<file path="config.mk">
export PLATFORM = sky130hd
export DESIGN_NAME = m_ghr_index
export DESIGN_NICKNAME = d
export VERILOG_FILES = /design/src/rtl/m_ghr_index_pkg.sv /design/src/rtl/m_ghr_index_ghr.sv /design/src/rtl/m_ghr_index.sv
export SDC_FILE = /design/constraint.sdc
export NUM_CORES = 1
export LEC_CHECK = 0
export ABC_AREA = 1
export CAP_MARGIN = 25
export CORE_MARGIN = 3
export CORE_UTILIZATION = 44
export DETAILED_ROUTE_END_ITERATION = 10
export PLACE_DENSITY = 0.85
export SYNTH_ARGS = -nofsm -noshare
export SYNTH_HDL_FRONTEND = slang
export SYNTH_SLANG_ARGS = --single-unit
</file>
<file path="constraint.sdc">
create_clock -name w_clk -period 1.7 [get_ports w_clk]
set_input_delay 0.34 -clock w_clk [delete_from_list [all_inputs] [get_ports w_clk]]
set_output_delay 0.34 -clock w_clk [all_outputs]
set_load 0.03 [all_outputs]
</file>
<file path="src/rtl/m_ghr_index_pkg.sv">
// Shared predictor package.
// Holds the default geometry of the gshare index block and the PC bit where
// the predictor index starts (instructions are word aligned, so PC[1:0]
// carry no information).
package m_ghr_index_pkg;

  localparam int IDX_W_DEF  = 5;   // predictor index width
  localparam int GHR_W_DEF  = 5;   // global-history length
  localparam int CNT_W_DEF  = 16;  // mispredict counter width
  localparam int PC_IDX_LSB = 2;   // lowest PC bit used in the index

endpackage : m_ghr_index_pkg

</file>
<file path="src/rtl/m_ghr_index_ghr.sv">
// m_ghr -- global-history shift register.
// Shifts left inserting w_in at bit 0 when w_shift is high; a parallel load
// (w_load) wins over a same-cycle shift; w_rst clears it synchronously.
// Ports:
//   w_clk   in   clock (rising edge)
//   w_rst   in   synchronous active-high reset
//   w_shift in   shift-in enable
//   w_in    in   bit shifted in at bit 0
//   w_load  in   parallel-load enable (priority over w_shift)
//   w_ldval in   parallel-load value
//   w_ghr   out  current history
module m_ghr #(
  parameter int W = 5
) (
  input  logic         w_clk,
  input  logic         w_rst,
  input  logic         w_shift,
  input  logic         w_in,
  input  logic         w_load,
  input  logic [W-1:0] w_ldval,
  output logic [W-1:0] w_ghr
);

  logic [W-1:0] ghr_q;
  logic [W-1:0] ghr_d;

  always_comb begin
    ghr_d = ghr_q;
    if (w_load) begin
      ghr_d = w_ldval;
    end else if (w_shift) begin
      ghr_d = {ghr_q[W-2:0], w_in};
    end
  end

  always_ff @(posedge w_clk) begin
    if (w_rst) begin
      ghr_q <= '0;
    end else begin
      ghr_q <= ghr_d;
    end
  end

  assign w_ghr = ghr_q;

endmodule : m_ghr

</file>
<file path="src/rtl/m_ghr_index.sv">
// m_ghr_index -- gshare index generation and training control.
// Produces the predictor read index from the fetch PC XOR speculative
// history, carries it two stages to the resolve point, and drives the
// predictor write port. Mispredicts restore the speculative history from
// the architected one, flush the wrong-path entries and bump a saturating
// counter. Port names line up with m_bimodal for direct connection.
// Ports:
//   w_clk, w_rst   clock / synchronous active-high reset
//   w_pc           IF-stage fetch PC
//   w_isbr         IF-stage instruction is a conditional branch
//   w_pred         predictor direction for the current w_radr
//   w_res_v        branch resolved this cycle (2 cycles after its read)
//   w_res_tkn      resolved direction
//   w_res_mis      resolved branch was mispredicted
//   w_radr         predictor read index (combinational)
//   w_wadr, w_we, w_tkn   predictor write port
//   w_miscnt       saturating count of accepted mispredicts
module m_ghr_index
  import m_ghr_index_pkg::*;
#(
  parameter int IDX_W = IDX_W_DEF,
  parameter int GHR_W = GHR_W_DEF,
  parameter int CNT_W = CNT_W_DEF
) (
  input  logic             w_clk,
  input  logic             w_rst,
  input  logic [31:0]      w_pc,
  input  logic             w_isbr,
  input  logic             w_pred,
  input  logic             w_res_v,
  input  logic             w_res_tkn,
  input  logic             w_res_mis,
  output logic [IDX_W-1:0] w_radr,
  output logic [IDX_W-1:0] w_wadr,
  output logic             w_we,
  output logic             w_tkn,
  output logic [CNT_W-1:0] w_miscnt
);

  logic [GHR_W-1:0] sghr_q;
  logic [GHR_W-1:0] aghr_q;
  logic [IDX_W-1:0] sghr_idx;

  logic [IDX_W-1:0] p1_adr_q, p1_adr_d;
  logic [IDX_W-1:0] p2_adr_q, p2_adr_d;
  logic             p1_v_q, p1_v_d;
  logic             p2_v_q, p2_v_d;
  logic [CNT_W-1:0] miscnt_q, miscnt_d;

  logic accept;   // resolution belongs to a real in-flight branch
  logic mis;      // accepted mispredict

  assign accept = w_res_v & p2_v_q;
  assign mis    = accept & w_res_mis;

  // History is folded into the index bit-for-bit; if the history is shorter
  // than the index the missing upper bits are zero.
  genvar gi;
  generate
    for (gi = 0; gi < IDX_W; gi++) begin : g_idx
      if (gi < GHR_W) begin : g_hist
        assign sghr_idx[gi] = sghr_q[gi];
      end else begin : g_pad
        assign sghr_idx[gi] = 1'b0;
      end
    end
  endgenerate

  assign w_radr = w_pc[PC_IDX_LSB +: IDX_W] ^ sghr_idx;

  // Speculative history: recovery load is the architected history with the
  // resolved direction appended, i.e. exactly what aghr becomes this edge.
  m_ghr #(.W(GHR_W)) u_sghr (
    .w_clk   (w_clk),
    .w_rst   (w_rst),
    .w_shift (w_isbr & ~mis),
    .w_in    (w_pred),
    .w_load  (mis),
    .w_ldval ({aghr_q[GHR_W-2:0], w_res_tkn}),
    .w_ghr   (sghr_q)
  );

  m_ghr #(.W(GHR_W)) u_aghr (
    .w_clk   (w_clk),
    .w_rst   (w_rst),
    .w_shift (accept),
    .w_in    (w_res_tkn),
    .w_load  (1'b0),
    .w_ldval ('0),
    .w_ghr   (aghr_q)
  );

  // Index pipeline. A mispredict kills everything younger than the
  // resolving branch: the entry sitting in P1 and the branch being fetched.
  always_comb begin
    p1_adr_d = w_radr;
    p1_v_d   = w_isbr & ~mis;
    p2_adr_d = p1_adr_q;
    p2_v_d   = p1_v_q & ~mis;
    miscnt_d = miscnt_q;
    if (mis && (miscnt_q != {CNT_W{1'b1}})) begin
      miscnt_d = miscnt_q + CNT_W'(1);
    end
  end

  always_ff @(posedge w_clk) begin
    if (w_rst) begin
      p1_adr_q <= '0;
      p2_adr_q <= '0;
      p1_v_q   <= 1'b0;
      p2_v_q   <= 1'b0;
      miscnt_q <= '0;
    end else begin
      p1_adr_q <= p1_adr_d;
      p2_adr_q <= p2_adr_d;
      p1_v_q   <= p1_v_d;
      p2_v_q   <= p2_v_d;
      miscnt_q <= miscnt_d;
    end
  end

  assign w_wadr   = p2_adr_q;
  assign w_tkn    = w_res_tkn;
  assign w_we     = accept;
  assign w_miscnt = miscnt_q;

  // PC bits outside the index field and history bits beyond the index are
  // intentionally not part of the read index.
  logic unused_ok;
  assign unused_ok = ^{w_pc, sghr_q, aghr_q};

endmodule : m_ghr_index
</file>
==> results of run 1 <==
[flip-flops by register name (all words and copies together), names as in the netlist]
name / count
w_wadr: 5
w_miscnt: 16
u_aghr.w_ghr: 4
u_sghr.w_ghr: 5
p1_v_q: 1
p2_v_q: 1
p1_adr_q: 5
[worst max path at each step]
stage | endpoint | cells past startpoint | slack (ps)
floorplan | w_miscnt[3]$_SDFFE_PP0P_ | 8 | 110
global placement | w_miscnt[5]$_SDFFE_PP0P_ | 10 | 10
detailed placement | w_miscnt[5]$_SDFFE_PP0P_ | 10 | -30
CTS | w_miscnt[15] | 1 | 5
global route | w_radr[4] | 5 | 7
finish | w_radr[4] | 5 | 40
[cell families (layout without fill, tap and decap cells)]
family / after synthesis / after routing / share of synthesized area (%)
XOR/XNOR: 3 / 3 / 1.432
buffers and inverters: 44 / 97 / 9.270
AND/OR/NAND/NOR: 145 / 145 / 37.97
adder cells (fa/ha/maj): 1 / 1 / 0.6816
flip-flops: 37 / 37 / 40.35
AO/OA/AOI/OAI: 32 / 32 / 10.29
[area by class of cell]
class	instances	area (µm²)
Clock inverter	1	30.03
Inverter	40	150.1
Fill cell	358	1398
Clock buffer	7	86.33
Sequential cell	37	740.7
Multi-Input combinational cell	181	924.6
Tap cell	48	60.06
Timing Repair Buffer	49	436.7
[power breakdown]
group	leakage [nW]	internal, mW	switching [mW]
clock network	0.0585	0.478	0.301
logic	0.826	0.0723	0.0978
registers	0.301	0.888	0.00650
total	1.19	1.44	0.405
[what timing repair did]
action,in CTS,in global routing
setup endpoints to repair,14,2
gates cloned,0,0
gates resized for setup,14,2
buffers inserted,0,0
[worst max-delay path: cells and delay by family]
kind / cells / cell delay (ps)
buffers and inverters: 3 / 620
AND/OR/NAND/NOR: 2 / 350
[metrics by stage]
step / setup TNS, ps / setup slack [ps] / std cells / instance area (µm²)
global placement: 0 / 10.16 / 355 / 2323
floorplan: 0 / 112.3 / 262 / 1836
detailed placement: -53.21 / -26.96 / 355 / 2323
CTS: 0 / 4.903 / 363 / 2422
global route: 0 / 7.281 / 363 / 2429
finish: 0 / 42.78 / 363 / 2429
[layout by cell type (no fill, tap or decap)]
master           synthesis  final
nand2_1                 66     66
inv_1                   37     37
dfxtp_1                 37     37
nor2_1                  34     34
clkdlybuf4s50_1          0     17
buf_4                    1     16
dlygate4sd2_1            0     14
nand3_1                 12     12
o21ai_0                 11     11
a21oi_1                 11     11
nor2_2                   8      8
a21oi_2                  6      6
clkbuf_8                 0      6
or2_2                    5      5
nand4_1                  4      4
nand2_2                  3      3
inv_2                    3      3
nand2_4                  3      3
o22ai_1                  3      3
nor2_8                   2      2
nand3_2                  2      2
and2_1                   2      2
xor2_1                   2      2
nor3_1                   1      1
nor2_4                   1      1
or2_0                    1      1
nand3b_1                 1      1
xnor2_1                  1      1
o211ai_1                 1      1
ha_1                     1      1
clkbuf_1                 2      1
bufinv_16                0      1
dlymetal6s2s_1           0      1
buf_6                    0      1
[per-layer routing]
metal | track usage, % | up-vias
met5 | 0 | -
met4 | 5.637 | 0
met3 | 4.830 | 8
met2 | 25.47 | 34
met1 | 21.79 | 756
li1 | - | 918
==> reports/qor.csv, run 1 <==
stage,metric,value,unit
run_status,status,completed,
sta,Slew headroom,65.69,%
finish,fin util,63.47,%
sta,Final Cycle Share,97.48,%
routing,Avg WL per Cell,10.86,µm
critical_path,Crit. End Element,output pin,
sta,RSZ-0062 raised after global routing,no,
power_and_ir_drop,VDD IR max,0.5919,mV
logic_synthesis,Post-synth EDFFs,0,
finish,n_diodes,0,
critical_path,RR Startpoint,w_miscnt[1]$_SDFFE_PP0P_,
hold_path,hold path cells,2,
logic_synthesis,Commonest cells post-synth,"nand2_1, dfxtp_1, inv_1",
grt,GRT overflow,0,
sta,Final Hold Viols,0,
sta,Max Fclk,0.6034,GHz
routing,vias post-DR,1716,
logic_synthesis,Mean Syn Cell Area,7.006,µm²
critical_path,critical path class,input port to output pin,
critical_path,reg2reg end,w_miscnt[11]$_SDFFE_PP0P_,
floorplan,die width,70.59,µm
routing,Initial DRT Pass Iterations,4,
place,Final GP Congestion,0.8210,
power_and_ir_drop,Leakage,1.186,nW
logic_synthesis,sequential fraction of the synthesis area,40.35,%
routing,Post-Route M1 WL,1882,µm
critical_path,cells along the critical path,"clkdlybuf4s50_1, inv_1, or2_2, nand2_1, buf_6",
hold_path,hold path startpoint,p1_adr_q[4]$_SDFF_PP0_,
grt,largest net degree at the start of global routing,20,
floorplan,Starting Density,47.97,%
critical_path,CP Launch Type,input port,
critical_path,R2R setup slack,170,ps
sta,worst slew pin tran,514.0,ps
routing,DRC viols,0,
routing,routed wl met2,1821,µm
logic_synthesis,dominant cell by count in the synthesized netlist,nand2_1,
hold_path,Hold Crit Class,flop to flop,
clocking,root buffer cell,clkbuf_8,
finish,share of cells above drive strength 1,18.10,%
sta,hold_ws,397.3,ps
critical_path,FF-to-FF path depth,9,
clocking,clk_lat worst skew,290,ps
grt,GRT Util Overall,16.38,%
clocking,clock tree sinks,37,
routing,Iteration-0 DRC Markers,72,
floorplan,Die Area,4983,µm²
logic_synthesis,Synth Instances,262,
clocking,"Reg clk slew, reported paths",70,ps
clocking,Max clock buf depth,2,
grt,initial antenna violation count,0,
critical_path,"Req. time, crit path",1360,ps
clocking,# hold bufs at CTS,0,
logic_synthesis,share of async-settable or async-resettable flops after synthesis,0,%
routing,vias per cell,4.727,
routing,met3 wire len,187,µm
place,Port-buffer cells,39,
clocking,# H-tree levels,2,
hold_path,Worst Hold Path EP,w_wadr[4]$_SDFF_PP0_,
logic_synthesis,synthesis warning total,0,
logic_synthesis,"Primary FF master, synth",dfxtp_1,
grt,number of global-route vias before repair,1484,
sta,minimum clock period after layout,1657,ps
power_and_ir_drop,Power Density,759.1,nW/µm²
critical_path,slowest CP cell,clkdlybuf4s50_1,
clocking,TritonCTS clock tree,done,
floorplan,Die Ht,70.59,µm
sta,clk_skew,10.96,ps
place,Final HPWL DP,2975,µm
routing,final WL,3943,µm
clocking,TritonCTS Buffers,5,
logic_synthesis,syn nets,302,
logic_synthesis,leading area contributor after synthesis,dfxtp_1,
logic_synthesis,Synth area leaders,"dfxtp_1, nand2_1, inv_1",
grt,first-pass GRT wire length,6603,µm
critical_path,critical-path maximum fanout,2,
power_and_ir_drop,total power draw,1.844,mW
logic_synthesis,Cell variety after synth,29,
job,max-cap viol count,0,
finish,Final nets,354,
critical_path,crit-path max cell delay,450,ps
finish,Area growth syn-to-layout,32.31,%
critical_path,CP Launch Point,w_pc[6],
floorplan,CORE AREA,3826,µm²
floorplan,Row Count,22,
logic_synthesis,Mapped Area,1836,µm²
sta,final setup fails,0,
logic_synthesis,synthesis-stage register bit count,37,
logic_synthesis,Yosys top cell area share,40.35,%
routing,Max Used Layer,met4,
sta,Final Max Tran Viols,0,
critical_path,crit path DAT,1320,ps
floorplan,IO Count,67,
routing,antenna-violating nets left,0,
No activity file was read; power rests on OpenSTA's default activity.
==> run 2: changes to the inputs <==
Settings changed: SLEW_MARGIN set to 20.
==> results of run 2 <==
No change in the layout: final DEF, timing and power equal those of run 1.
